===== config.mk =====
export PLATFORM = sky130hd
export DESIGN_NAME = inst_loader
export DESIGN_NICKNAME = d
export VERILOG_FILES = /design/src/rtl/inst_loader.sv
export SDC_FILE = /design/constraint.sdc
export NUM_CORES = 1
export LEC_CHECK = 0
export ABC_AREA = 1
export CORE_MARGIN = 2
export CORE_UTILIZATION = 35
export DETAILED_ROUTE_END_ITERATION = 8
export GPL_ROUTABILITY_DRIVEN = 0
export SYNTH_ARGS = -nofsm -noshare
export SYNTH_HDL_FRONTEND = slang
export SYNTH_SLANG_ARGS = --single-unit

===== constraint.sdc =====
create_clock -name i_clock_in -period 1.85 [get_ports i_clock_in]
set_clock_uncertainty 0.05 [all_clocks]
set_input_delay 0.185 -clock i_clock_in [delete_from_list [all_inputs] [get_ports i_clock_in]]
set_output_delay 0.185 -clock i_clock_in [all_outputs]
set_load 0.03 [all_outputs]

===== src/rtl/inst_loader.sv =====
// Program loader: assembles four debounced switch bytes (MSB first) into one
// 32-bit instruction and writes it to the next word address of instruction memory.
module inst_loader #(
    parameter int DEBOUNCE_CYCLES = 16,
    parameter int ADDR_WIDTH      = 8
) (
    input  logic                  i_clock_in,
    input  logic                  i_reset,
    input  logic                  i_enable,
    input  logic                  i_btn_load,
    input  logic [7:0]            i_byte_in,
    output logic                  o_mem_we,
    output logic [ADDR_WIDTH-1:0] o_mem_addr,
    output logic [31:0]           o_mem_wdata,
    output logic [1:0]            o_byte_idx,
    output logic [ADDR_WIDTH-3:0] o_words_loaded,
    output logic                  o_wrapped
);

    localparam logic [1:0] ST_IDLE    = 2'd0;
    localparam logic [1:0] ST_COLLECT = 2'd1;
    localparam logic [1:0] ST_WRITE   = 2'd2;

    localparam int CNT_W = $clog2(DEBOUNCE_CYCLES + 1);
    localparam logic [CNT_W-1:0]      DB_LAST        = CNT_W'(DEBOUNCE_CYCLES - 1);
    localparam logic [ADDR_WIDTH-1:0] LAST_WORD_ADDR = {{(ADDR_WIDTH-2){1'b1}}, 2'b00};

    logic                  r_sync1;
    logic                  r_sync2;
    logic [CNT_W-1:0]      r_db_cnt;
    logic                  r_db_level;
    logic                  r_db_prev;
    logic                  r_press_evt;

    logic [1:0]            r_state;
    logic [23:0]           r_shift;
    logic [31:0]           r_wdata;
    logic [1:0]            r_byte_idx;
    logic [ADDR_WIDTH-1:0] r_addr;
    logic [ADDR_WIDTH-3:0] r_words;
    logic                  r_wrapped;

    logic [31:0]           w_shift_next;

    // Button conditioning: synchronize, debounce, then edge-detect the clean level.
    always_ff @(posedge i_clock_in or negedge i_reset) begin
        if (!i_reset) begin
            r_sync1     <= 1'b0;
            r_sync2     <= 1'b0;
            r_db_cnt    <= '0;
            r_db_level  <= 1'b0;
            r_db_prev   <= 1'b0;
            r_press_evt <= 1'b0;
        end else begin
            r_sync1   <= i_btn_load;
            r_sync2   <= r_sync1;
            r_db_prev <= r_db_level;
            if (r_sync2 != r_db_level) begin
                if (r_db_cnt == DB_LAST) begin
                    r_db_level <= r_sync2;
                    r_db_cnt   <= '0;
                end else begin
                    r_db_cnt <= r_db_cnt + 1'b1;
                end
            end else begin
                r_db_cnt <= '0;
            end
            r_press_evt <= r_db_level & ~r_db_prev;
        end
    end

    assign w_shift_next = {r_shift, i_byte_in};

    always_ff @(posedge i_clock_in or negedge i_reset) begin
        if (!i_reset) begin
            r_state    <= ST_IDLE;
            r_shift    <= '0;
            r_wdata    <= '0;
            r_byte_idx <= '0;
            r_addr     <= '0;
            r_words    <= '0;
            r_wrapped  <= 1'b0;
        end else begin
            case (r_state)
                ST_IDLE: begin
                    r_shift    <= '0;
                    r_byte_idx <= '0;
                    r_addr     <= '0;
                    r_words    <= '0;
                    r_wrapped  <= 1'b0;
                    if (i_enable) begin
                        r_state <= ST_COLLECT;
                    end
                end
                ST_COLLECT: begin
                    if (!i_enable) begin
                        r_state <= ST_IDLE;
                    end else if (r_press_evt) begin
                        r_shift <= w_shift_next[23:0];
                        if (r_byte_idx == 2'd3) begin
                            // wdata is a separate register so it survives the IDLE clear.
                            r_wdata    <= w_shift_next;
                            r_byte_idx <= 2'd0;
                            r_state    <= ST_WRITE;
                        end else begin
                            r_byte_idx <= r_byte_idx + 2'd1;
                        end
                    end
                end
                ST_WRITE: begin
                    r_addr  <= r_addr + ADDR_WIDTH'(4);
                    r_words <= r_words + 1'b1;
                    if (r_addr == LAST_WORD_ADDR) begin
                        r_wrapped <= 1'b1;
                    end
                    r_state <= i_enable ? ST_COLLECT : ST_IDLE;
                end
                default: begin
                    r_state <= ST_IDLE;
                end
            endcase
        end
    end

    assign o_mem_we       = (r_state == ST_WRITE);
    assign o_mem_addr     = r_addr;
    assign o_mem_wdata    = r_wdata;
    assign o_byte_idx     = r_byte_idx;
    assign o_words_loaded = r_words;
    assign o_wrapped      = r_wrapped;

endmodule


=== Word level (Yosys, flattened, before mapping) ===
Index checks and enable logic that the tools add are counted.

* RAM bits: 0
* Input bits: 12
* Logic and storage cells: 58
* Bits in read-only memories: 0
* Register bits: 85
* Output and inout port bits: 50
* Latch bits: 0
* Memories kept: 0

* Muxes and demuxes: 19
* Eq/ne operators: 12
* Order comparisons: 0
* Divide/modulo/power cells: 0
* Add/sub/neg operators: 4
* Bitwise operators: 2
* Reductions and logical operators: 8
* Multipliers: 0
* Shift operators: 0

{| class="wikitable"
|+ Operators by type and width
! kind !! count
|-
| two-way mux 24 bit || 2
|-
| one-hot mux 24 bit (2 select lines) || 1
|-
| one-hot mux 8 bit (2 select lines) || 1
|-
| two-way mux 2 bit || 7
|-
| one-hot mux 6 bit (2 select lines) || 1
|-
| two-way mux 5 bit || 2
|-
| adder 8 x 3 -> 8 bit, second input constant || 1
|-
| equality test 8 bit, second input constant || 1
|-
| adder 6 x 1 -> 6 bit, second input constant || 1
|-
| inequality test 2 bit, second input constant || 3
|-
| inequality test 3 bit, second input constant || 2
|-
| one-hot mux 2 bit (3 select lines) || 1
|-
| AND reduction 3 bit || 2
|-
| adder 5 x 1 -> 5 bit, second input constant || 1
|-
| equality test 5 x 4 -> 1 bit, second input constant || 1
|-
| equality test 2 bit, second input constant || 2
|-
| one-hot mux 2 bit (2 select lines) || 1
|-
| AND reduction 2 bit || 2
|-
| AND reduction 4 bit || 1
|-
| nonzero test 2 bit || 2
|-
| adder 2 x 1 -> 2 bit, second input constant || 1
|-
| equality test 2 x 1 -> 1 bit, second input constant || 1
|-
| logical NOT 2 bit || 1
|-
| two-way mux 1 bit || 2
|-
| 5 further kinds || 5
|}

=== Longest topological paths before layout ===
* Word-level depth: 5
* Depth in mapped cells: 8
* Depth with buffers taken out: 7

=== Least setup slack after synthesis ===
No wires, ideal clock.

* Path type: register -> register
* From: reg r_byte_idx[0], in the netlist o_byte_idx[0]
* To: reg r_wdata[24], in the netlist o_mem_wdata[24]
* Buffers on the path: 2
* Cell stages (with the launch flop): 7
* Data required time: 1670 ps
* Clock period less this slack: 1460 ps
* Setup time: 130 ps
* Arrival: 1279 ps
* Slack: 390 ps
* Cell sequence: dfrtp_1 ha_1 nand4_2 buf_6 buf_12 nand2_1 o21ai_0

* Word-level cells in the longest chain between the ends: 2

{| class="wikitable"
|+ RTL lines
! what !! line !! source
|-
| start: declaration || 38 || <nowiki>logic [1:0] r_byte_idx;</nowiki>
|-
| start signal: assignment || 106 || <nowiki>r_byte_idx <= r_byte_idx + 2'd1;</nowiki>
|-
| equality test 2 bit || 100 || <nowiki>if (r_byte_idx == 2'd3) begin</nowiki>
|-
| AND reduction 4 bit (no source line) || -- ||
|-
| end signal: assignment || 102 || <nowiki>r_wdata <= w_shift_next;</nowiki>
|-
| end: declaration || 37 || <nowiki>logic [31:0] r_wdata;</nowiki>
|}

Every way passes these cells.
A chain may end at the register's enable or synchronous reset.

=== Final worst setup path ===
* From: reg r_words[2], in the netlist o_words_loaded[2]
* To: out o_words_loaded[2]

{| class="wikitable"
|+ RTL lines
! what !! line !! source
|-
| start: declaration || 40 || <nowiki>logic [ADDR_WIDTH-3:0] r_words;</nowiki>
|-
| start signal: assignment || 112 || <nowiki>r_words <= r_words + 1'b1;</nowiki>
|-
| end: declaration || 16 || <nowiki>output logic [ADDR_WIDTH-3:0] o_words_loaded,</nowiki>
|}

No word-level cell between the ends.

==> results by stage <==
Timing:
- The count of endpoints failing hold in the final timing report is 0.
- The final total negative setup slack is 0 ns.
- Setup violations remaining at the end of the flow were counted as 0.
- Of the available clock period, the critical path in the final layout requires 92.3%.
- For this run, the top clock speed supported by timing is 586 MHz.
- The final max-slew violation count is 0.
- The clock period could shrink to 1.71 ns.
- Setup repair after global routing left no endpoint under its margin.

Global route:
- The via count of the first global-routing pass was 2269.
- The initial antenna violation count is 0.
- The first global-routing pass estimated 11000 um of wire.
- Entering global routing, the biggest net connects 84 pins.
- The total routing usage reported by global routing is 13.8%.
- The total overflow reported by the global router is 0.

Worst setup path:
- The signal on the critical path passes through clkdlybuf4s50_1.
- The maximum single-stage delay on the critical path is 0.70 ns.
- The cell type of the slowest stage on the worst timing path is clkdlybuf4s50_1.
- The startpoint type of the worst setup path is a register.
- The kind of cell adding the most delay to the critical path is buffers and inverters.
- The number of buffers and inverters on the critical path is 1.
- In this run the worst path has a maximum fanout of 5.
- The path type of the worst setup path is register to output port.
- STA classifies the critical path endpoint as an output port.
- The number of cells on the worst reg-to-reg path is 4.
- The worst endpoint data arrival time is 1.47 ns.
- The worst endpoint required time is 1.62 ns.
- The number of stages on the worst setup path is 1.

Logic synthesis:
- The number of flip-flops and latches in the synthesized netlist is 83.
- Of the post-synthesis cell area, the part taken by muxes is 0%.
- The post-synthesis instance area is 3370 sq um.
- The xor/xnor cell area share of the yosys netlist is 0.779%.
- Averaged over all synthesized cells, the footprint is 10.5 sq um.
- The top flip-flop cell by instance count after synthesis is dfrtp_1.
- The number of synthesis warnings is 0.
- The number of distinct library cell variants in the gate-level netlist after synthesis is 34.
- The part of the Yosys area used for sequential elements is 61.6%.
- Counting flops with a built-in enable in the synthesized netlist gives 0.
- The post-synthesis cell count is 322.
- The share of synthesized cell area in full adder, half adder and majority cells is 1.48%.
- After synthesis, the share of flip-flops with an asynchronous set or reset is 100%.
- The largest family of logic cells by synthesized area is compound AO/OA/AOI/OAI gates.
- Summing the areas of all compound-gate instances in the mapped netlist gives 14.5% of the synthesized area.
- The synthesized netlist devotes 11.8% of its cell area to simple gates.

Power and ir drop:
- The design draws 3.50 mW.
- The net switching power is 0.705 mW.
- The proportion of total power due to net switching is 20.1%.
- In this run the static leakage power is 1.92 nW.
- The internal power of the cells totals 2.80 mW.
- The worst supply voltage drop on vdd is 413 uV.
- Per report_power, the combinational group accounts for 3.4% of the total.
- The clock network is responsible for 44.4% of the overall power.
- For this design the ratio of total power to cell area is 807 nW/um^2.
- The sequential power share is 52.2%.

Run status:
- The flow ran to the end, and the final reports show no timing, DRC or antenna violations.

Detailed routing:
- The total wire length is 6570 um.
- After detailed routing, the number of remaining DRC violations is 0.
- The vias per cell is 4.44.
- The per-cell routed wire length is 12.6 um.
- The number of nets still failing antenna checks after routing is 0.
- The detailed router's first-iteration violation count is 89.
- Before antenna repair, the detailed router went through 4 iterations.
- The number of vias in the routed layout is 2310.

Floorplan:
- The initial utilization of the core area, before any placement, comes to 36.3%.
- The overall die width is 102 um.
- The count of pins on the block boundary is 62.
- The die is 102 um tall.
- The placeable core area is 9280 sq um.
- The overall die area is 10400 sq um.
- In this run the core area contains 35 standard-cell rows.

Clock tree:
- The clock-pin slew reported for the worst setup and hold paths after clock tree synthesis is 0.08 ns.
- TritonCTS built the clock tree.
- The clock passes through at most 2 buffers.
- The clock reaches the later pin of the worst-skew pair after 0.35 ns.
- CTS placed an instance of clkbuf_8 at the clock tree root.
- The number of H-tree levels is 3.
- The clock sink count is 83.
- The total clock buffers created by CTS is 9.
- Buffers added to address setup during post-CTS repair amount to 0.

Final layout:
- The post-route netlist has 12.8% of its cells at a drive strength greater than 1.
- The count of inserted antenna diode cells is 0.
- The post-layout instance count excluding filler cells is 520.
- Relative to the synthesized area, the layout overhead comes to 28.9%.
- After the last flow step, the layout net total stands at 402.

Flow run:
- The number of maximum-capacitance constraint violations is 0.

Placed design:
- The count of buffers added on input and output ports is 59.
- The cell count after placement is 503.
- The half-perimeter wire length of the detailed placement result is 4420 um.

Min path:
- The path class of the lowest-slack min-delay path is input port to register.
- Along the worst hold path, the cell count comes to 1.
placed cells by master (no fill, tap or decap), types with 5 or more instances in the layout:
cell type,instances
nand2_1,54
o21ai_2,21
o21ai_0,11
o22ai_1,26
clkdlybuf4s50_1,57
clkbuf_8,10
inv_1,49
dfrtp_1,83
nor2_1,26
nand3_1,5
synthesized netlist by cell type, types with 2 or more instances:
master / count / area [sq um]
o21a_1: 2 / 15.0
nor2_1: 26 / 97.6
o22ai_1: 26 / 163
nand4_1: 2 / 12.5
o21ai_1: 2 / 10.0
nor3_1: 2 / 10.0
inv_1: 49 / 184
buf_2: 4 / 20.0
inv_2: 2 / 7.51
nand2_1: 54 / 203
buf_6: 4 / 45.0
o21ai_2: 21 / 184
dfrtp_1: 83 / 2080
buf_4: 2 / 15.0
ha_1: 4 / 50.1
a22o_1: 2 / 17.5
buf_8: 2 / 30.0
xor2_1: 2 / 17.5
a21oi_1: 4 / 20.0
nand3_1: 5 / 25.0
o21ai_0: 11 / 55.1
state kept, by name (all words and copies together), names as in the netlist, 2 cells and up:
register and cells:
o_words_loaded 6, r_db_cnt 5, r_shift 24, o_byte_idx 2, o_mem_addr 6, o_mem_wdata 32, r_state 2
final cells by class:
class / count / area (sq um)
Timing Repair Buffer: 66 / 691
Sequential cell: 83 / 2080
Clock buffer: 12 / 145
Clock inverter: 4 / 97.6
Inverter: 52 / 195
Tap cell: 129 / 161
Fill cell: 895 / 4940
Multi-Input combinational cell: 174 / 978
worst paths after layout:
check	from	slack [ns]	to
max	o_words_loaded[2]$_DFFE_PN0P_	0.14	o_words_loaded[2]
min	i_btn_load	0.24	r_sync1$_DFF_PN0_
max reg2reg	r_state[0]$_DFFE_PN0P_	0.44	o_mem_wdata[24]$_DFFE_PN0P_
min reg2reg	r_sync1$_DFF_PN0_	0.29	r_sync2$_DFF_PN0_
max in group asynchronous	i_reset	1.06	r_sync1$_DFF_PN0_
min in group asynchronous	i_reset	0.34	o_mem_wdata[27]$_DFFE_PN0P_
logic make-up after synthesis:
| group | after synthesis |
|---|---|
| buffers and inverters | 66 |
| DFF | 83 |
| xor gates and xnor gates | 3 |
| other | 1 |
| adders and majority gates | 4 |
| and+or+nand+nor | 95 |
| AOI/OAI and AO/OA | 70 |
stage by stage:
step	hold slack [ns]	instance area (sq um)	utilization, %	worst slack, ns
detailed placement	0.203	4090	44.1	0.231
floorplan	-0.161	3380	-	0.390
CTS	0.227	4350	46.8	0.119
global route	0.227	4350	46.8	0.0787
finish	0.236	4350	46.8	0.142
global placement	0.202	4090	44.1	0.279
power groups by stage:
stage               clock (mW)  combinational, mW  sequential (mW)
floorplan                    0             0.0500             1.86
global route              1.67              0.135             1.83
CTS                       1.60              0.122             1.83
finish                    1.56              0.118             1.83
global placement             0              0.119             1.87
detailed placement           0              0.119             1.87
what timing repair did:
action / 4_1_cts / 5_1_grt
hold buffers: 1 / 0
hold endpoints to repair: 83 / 0
resized for setup: 0 / 0
routing by layer:
metal,wire (um),vias to the layer above,GRT usage [%]
li1,-,1162,-
met1,3170,1098,19.2
met2,2990,38,20.1
met3,211,12,2.74
met4,197,0,8.00
met5,0,-,0
Note: power is estimated with default switching activity, not from simulation.
